===== src/rtl/serial_add_sub_pkg.sv =====
// rtl/serial_add_sub_pkg.sv - shared constants for the bit-serial adder/subtractor
package serial_add_sub_pkg;

    localparam logic [1:0] S_IDLE = 2'd0;
    localparam logic [1:0] S_RUN  = 2'd1;
    localparam logic [1:0] S_DONE = 2'd2;

    localparam logic MODE_ADD = 1'b0;
    localparam logic MODE_SUB = 1'b1;

endpackage


===== src/rtl/serial_add_sub_fa_cell.sv =====
// rtl/serial_add_sub_fa_cell.sv - combinational single-bit full adder
module fa_cell (
    output logic s,
    output logic co,
    input  logic a,
    input  logic b,
    input  logic ci
);

    // sum and majority carry of three input bits
    always_comb begin
        s  = a ^ b ^ ci;
        co = (a & b) | (a & ci) | (b & ci);
    end

endmodule


===== src/rtl/serial_add_sub.sv =====
// rtl/serial_add_sub.sv - bit-serial adder/subtractor with start/done handshake
module serial_add_sub
    import serial_add_sub_pkg::*;
#(
    parameter int WIDTH = 8
) (
    input  logic             clk,
    input  logic             rst,
    input  logic             start,
    input  logic             mode,
    input  logic [WIDTH-1:0] A,
    input  logic [WIDTH-1:0] B,
    output logic [WIDTH-1:0] Sum,
    output logic             Cout,
    output logic             Ovf,
    output logic             busy,
    output logic             done
);

    localparam int CW = (WIDTH > 1) ? $clog2(WIDTH) : 1;

    logic [1:0]       state;
    logic [WIDTH-1:0] a_sh;
    logic [WIDTH-1:0] b_sh;
    logic [WIDTH-1:0] r_sh;
    logic [WIDTH-1:0] r_next;
    logic [CW-1:0]    cnt;
    logic             carry;
    logic             s;
    logic             co;
    logic             accept;
    logic             last;

    fa_cell u_fa (
        .s  (s),
        .co (co),
        .a  (a_sh[0]),
        .b  (b_sh[0]),
        .ci (carry)
    );

    // new sum bit enters at the MSB; after WIDTH shifts r_next is the full result
    assign r_next = WIDTH'({s, r_sh} >> 1);
    assign accept = start && ((state == S_IDLE) || (state == S_DONE));
    assign last   = (cnt == CW'(WIDTH - 1));

    // FSM, operand/result shifting and output registers
    // On the final edge the carry register still holds the carry into the MSB
    // (the carry-in itself when WIDTH=1), so overflow is carry ^ co there.
    always_ff @(posedge clk) begin
        if (rst) begin
            state <= S_IDLE;
            a_sh  <= '0;
            b_sh  <= '0;
            r_sh  <= '0;
            cnt   <= '0;
            carry <= 1'b0;
            Sum   <= '0;
            Cout  <= 1'b0;
            Ovf   <= 1'b0;
            busy  <= 1'b0;
            done  <= 1'b0;
        end else if (accept) begin
            a_sh  <= A;
            b_sh  <= (mode == MODE_ADD) ? B : ~B;
            carry <= (mode == MODE_SUB);
            cnt   <= '0;
            state <= S_RUN;
            busy  <= 1'b1;
            done  <= 1'b0;
        end else begin
            case (state)
                S_RUN: begin
                    a_sh  <= a_sh >> 1;
                    b_sh  <= b_sh >> 1;
                    r_sh  <= r_next;
                    carry <= co;
                    cnt   <= cnt + 1'b1;
                    if (last) begin
                        Sum   <= r_next;
                        Cout  <= co;
                        Ovf   <= carry ^ co;
                        done  <= 1'b1;
                        busy  <= 1'b0;
                        state <= S_DONE;
                    end
                end
                S_DONE: begin
                    done  <= 1'b0;
                    state <= S_IDLE;
                end
                default: state <= S_IDLE;
            endcase
        end
    end

endmodule


===== config.mk =====
export PLATFORM = sky130hd
export DESIGN_NAME = serial_add_sub
export DESIGN_NICKNAME = d
export VERILOG_FILES = /design/src/rtl/serial_add_sub_pkg.sv /design/src/rtl/serial_add_sub_fa_cell.sv /design/src/rtl/serial_add_sub.sv
export SDC_FILE = /design/constraint.sdc
export NUM_CORES = 1
export LEC_CHECK = 0
export CELL_PAD_IN_SITES_DETAIL_PLACEMENT = 0
export CELL_PAD_IN_SITES_GLOBAL_PLACEMENT = 1
export CORE_UTILIZATION = 38
export DETAILED_ROUTE_END_ITERATION = 7
export PLACE_DENSITY_LB_ADDON = 0.12
export SLEW_MARGIN = 40
export SYNTH_ARGS = -nofsm -noshare
export SYNTH_HDL_FRONTEND = slang
export SYNTH_SLANG_ARGS = --single-unit

===== constraint.sdc =====
create_clock -name clk -period 1.5 [get_ports clk]
set_input_delay 0.3 -clock clk [delete_from_list [all_inputs] [get_ports clk]]
set_output_delay 0.3 -clock clk [all_outputs]
set_load 0.05 [all_outputs]

* Word level (Yosys, flattened, before mapping)
Cells that the tools add are included.
Widths: inputs -> output; s select.
** Cells by class
- Reductions and logical operators :: 12
- Bitwise gates (word level) :: 11
- Add/sub/neg operators :: 1
- Multiplexer cells :: 15
- Equality and inequality tests :: 5
** Operators with widths (number)
- $mux 8 :: 5
- $mux 1 :: 9
- $not 8->8 :: 1
- $reduce_and 2->1 :: 3
- $reduce_bool 2->1 :: 3
- $add 3x1->3 const B :: 1
- $and 1x1->1 :: 3
- $eq 3x3->1 const B :: 1
- $ne 3x3->1 const B :: 1
- $reduce_and 3->1 :: 1
- $reduce_or 3->1 :: 1
- $xor 1x1->1 :: 3
- $eq 2x1->1 const B :: 1
- $eq 2x2->1 const B :: 1
- $logic_not 2->1 :: 1
- $ne 2x2->1 const B :: 1
- $not 1->1 :: 2
- $or 1x1->1 :: 2
- $pmux 1 s2 :: 1
- $reduce_or 2->1 :: 1
- $logic_and 1x1->1 :: 1
- $logic_or 1x1->1 :: 1
** Storage, ports and cells
- Output and inout port bits :: 12
- Word-level logic and storage cells :: 56
- Bits of input ports :: 20
- Flip-flop bits (word level) :: 42

* Depth between registers and ports, before layout
- Word-level depth :: 5
- Gate-level depth with buffers :: 6
- Depth with buffers taken out :: 5

* Cells and area by module
From an unflattened synthesis, not the netlist that was laid out.
** Unflattened totals
- Cell total of the unflattened synthesis :: 199
- Area, all modules :: 1710.4 um^2
** By module, submodules not included
- serial_add_sub :: times used 1, area each 1690.4 um^2, cells an instance 198, sequential area each 820.8 um^2
- fa_cell :: times used 1, area each 20.0 um^2, cells an instance 1, sequential area each 0.0 um^2

* Worst setup path before layout
No wires, ideal clock.
- Kind :: register to register
- From :: reg cnt[0]
- To :: reg Ovf
- Buffers on the path :: 1
- Data required time :: 1414 ps
- Stages on the path, launching flop included :: 6
- Period minus slack after synthesis :: 1266 ps
- Setup time :: 86 ps
- Path slack :: 234 ps
- Arrival :: 1180 ps
- Cells stage by stage :: dfxtp_1 ha_1 ha_1 and3b_1 buf_2 a211oi_1
** On the way
- Cells in the longest elaborated chain, start to end :: 2
** RTL lines
- start: declaration :: RTL line serial_add_sub.sv:27 : logic [CW-1:0] cnt;
- start signal: assignment :: RTL line serial_add_sub.sv:78 : cnt <= cnt + 1'b1;
- $eq 3x3->1 :: RTL line serial_add_sub.sv:45 : assign last = (cnt == CW'(WIDTH - 1));
- $reduce_and 3->1 (no line)
- end signal: assignment :: RTL line serial_add_sub.sv:82 : Ovf <= carry ^ co;
- end: declaration :: RTL line serial_add_sub.sv:15 : output logic Ovf,
Every way passes these cells.
A chain may end at the register's enable or synchronous reset.

* Worst setup path after layout
Same ends and word-level chain as after synthesis.

==> impl_metrics.ini <==
[status]
status = finished clean

[floorplanning]
rows = 24
ios = 32
dieHeight_um = 70.0
start_util_pct = 40.0
fp.coreArea_um2 = 4380
die_w_um = 70.0
design.die.area_um2 = 4900

[yosys]
syn-num-nets = 227
synth-edff-count = 0
ys_seq_area_share_pct = 46.8
synth_seq_cells = 41
ys_async_sr_fraction_pct = 0
synth_area_um2 = 1760
synthCells = 203
ys_warn_count = 0
ys_types = 30
avgSynthCellArea_um2 = 8.65
ys.flop_type = dfxtp_1

[pwr]
intPower_mw = 1.86
ir_drop_mv = 0.478
p_sw_mw = 0.570
clkPwrFrac_pct = 37.7
p_sw_share_pct = 23.5
p_leak_nw = 0.862
p_per_area_nw_per_um2 = 1030
seq_power_share_pct = 48.5
combPwrFrac_pct = 13.7

[layout]
utilization_pct = 53.9
n_fill_cell = 382
layout-drive-gt1-share_pct = 12.9
synthToLayoutAreaGrowth_pct = 34.7
nNetsFinal = 255
diodes = 0
final_cell_area_um2 = 2360

[setup_path]
critPathMaxFanout = 10
criticalPathCategory = flop to flop
worstPathArrival_ns = 1.57
critPathLaunchType = flop
r2r-start = cnt[0]$_SDFFE_PP0P_
worst_setup_path_end_kind = flop
worstReg2RegEnd = Ovf$_SDFFE_PP0P_
r2r_cells = 5
worstPathRequired_ns = 1.71
reg2reg_slack_ns = 0.13

[clocking]
clock-sinks = 41
htree_levels = 2
clkSlewWorstSetupHoldPaths_ns = 0.08
clk_root_buffer_cell = clkbuf_8
cts.repair.resized = 0
cts_made_buffers = 5
clk_path_buf_depth = 2
cts_tree = yes
cts_setup_buffers = 0
cts_hold_buffers = 0
clk_latency_ns = 0.29

[grt]
track_usage_pct = 14.8
antenna_found_initial = 0
grt_max_degree = 42
grt_pass1_vias = 1344
grt_pass1_wl_um = 5870
gr-total-overflow = 0

[worst_hold_path]
hp-class = flop to flop
whs_endpoint = Sum[0]$_SDFFE_PP0P_
worstHoldStart = r_sh[1]$_SDFFE_PP0P_
holdPathStages = 2

[sta]
slew_headroom_pct = 84.4
rsz0062_at_grt = false
hold_violations = 0
max_freq_ghz = 0.731
finalSetupTns_ns = 0
fin_crit_sh_pct = 91.2
finalClockSkew_ns = 0.00694
setup_viol = 0
slew_viol_final = 0
period_needed_ns = 1.37
worst_pin_slew_ns = 0.232

[place]
dp_hpwl_um = 2270
gp_congestion = 0.803
io_buffers = 31
placed_cell_area_um2 = 2250

[drt]
detail_route.wl_per_cell_um = 12.1
drt-initial-drc-count = 100
drt-total-wl_um = 3430
drtPass1Iterations = 4
drc = 0
vias_per_cell = 5.03
ant_nets = 0
vias = 1429

[run]
maxCapViolCount = 0
==> flip-flops by register name, summed over array words and instances (netlist names) <==
register	count
a_sh	8
b_sh	8
state	2
Sum	8
Ovf	1
r_sh	7
carry	1
Cout	1
cnt	3
done	1
busy	1
==> logic make-up after synthesis <==
logic type / after synthesis / synth area share [%]
adder cells (fa/ha/maj): 4 / 3.28
AND/OR/NAND/NOR: 87 / 21.6
XOR/XNOR: 10 / 4.99
flip-flops: 41 / 46.8
AO/OA/AOI/OAI: 40 / 14.2
buffers and inverters: 19 / 8.05
multiplexers: 2 / 1.14
==> final cells by class <==
| class | instances | area, um2 | area share (%) |
|---|---|---|---|
| clock buffer | 7 | 86.3 | 3.65 |
| clock inverter | 1 | 30.0 | 1.27 |
| inverter | 1 | 3.75 | 0.159 |
| multi-input combinational | 143 | 793 | 33.5 |
| sequential | 41 | 821 | 34.7 |
| tap | 52 | 65.1 | 2.75 |
| timing repair buffer | 39 | 566 | 23.9 |
==> layout by cell type, fill, tap and decap left out <==
cell type / n
nor2b_2: 1
fa_1: 1
o21ai_0: 1
a311oi_1: 6
nor3_1: 17
and3b_1: 1
mux2i_1: 2
a22oi_1: 1
clkbuf_8: 6
o22ai_1: 7
nand2_2: 1
and2b_1: 1
nand3_1: 3
a21oi_1: 22
buf_4: 2
dfxtp_1: 41
bufinv_16: 1
nand2_1: 49
nand2b_1: 3
clkdlybuf4s50_1: 19
xnor2_1: 2
inv_1: 1
ha_1: 3
a21o_1: 1
a311oi_2: 1
nor2_1: 10
a211oi_1: 1
xor2_1: 8
clkbuf_1: 1
nand3b_1: 1
buf_12: 18
==> power by group through the flow <==
stage	Combinational, mW	Sequential, mW	Clock, mW
2_1_floorplan	0.225	1.20	0
3_3_place_gp	0.329	1.20	0
3_5_place_dp	0.334	1.20	0
4_1_cts	0.335	1.18	0.936
5_1_grt	0.365	1.18	0.968
6_report	0.334	1.18	0.916
==> cell usage after synthesis, types with 2 or more instances <==
cell | count | area, um2
nand2_1 | 49 | 184
dfxtp_1 | 41 | 821
a21oi_1 | 22 | 110
nor3_1 | 17 | 85.1
nor2_1 | 10 | 37.5
xor2_1 | 8 | 70.1
o22ai_1 | 7 | 43.8
a311oi_1 | 6 | 52.6
buf_6 | 5 | 56.3
clkbuf_1 | 5 | 18.8
buf_2 | 4 | 20.0
buf_4 | 3 | 22.5
ha_1 | 3 | 37.5
nand2b_1 | 3 | 18.8
nand3_1 | 3 | 15.0
mux2i_1 | 2 | 20.0
xnor2_1 | 2 | 17.5
==> how the worst max path moves through the flow <==
stage	to	slack (ns)	depth (start not counted)	startpoint
final	Ovf$_SDFFE_PP0P_	0.13	5	cnt[0]$_SDFFE_PP0P_
after global routing	Cout$_SDFFE_PP0P_	0.06	6	cnt[0]$_SDFFE_PP0P_
after CTS	Ovf$_SDFFE_PP0P_	0.11	5	cnt[0]$_SDFFE_PP0P_
after detailed placement	b_sh[6]$_SDFFE_PP0P_	0.02	5	mode
after global placement	b_sh[3]$_SDFFE_PP0P_	0.07	5	mode
after floorplan	Ovf$_SDFFE_PP0P_	0.23	5	cnt[0]$_SDFFE_PP0P_
==> worst max-delay path, stage by stage (launching register included) <==
cell and delay [ns]:
dfxtp_1 0.33, ha_1 0.22, ha_1 0.20, and3b_1 0.17, buf_4 0.17, a211oi_1 0.21
==> through the flow <==
step	hold slack (ns)	worst slack [ns]	instances	total power [mW]
after floorplan	0.432	0.234	203	1.42
after global placement	0.439	0.0705	276	1.53
after detailed placement	0.446	0.0168	276	1.54
after CTS	0.458	0.113	284	2.45
after global routing	0.476	0.0649	284	2.52
final	0.462	0.131	284	2.43
==> routing by layer <==
metal / vias up / track usage, % / routed length [um]
li1: 738 / - / -
met1: 659 / 17.7 / 1660
met2: 27 / 25.7 / 1620
met3: 5 / 3.17 / 111
met4: 0 / 6.00 / 42
met5: - / 0 / 0
(Power assumes the default switching activity.)
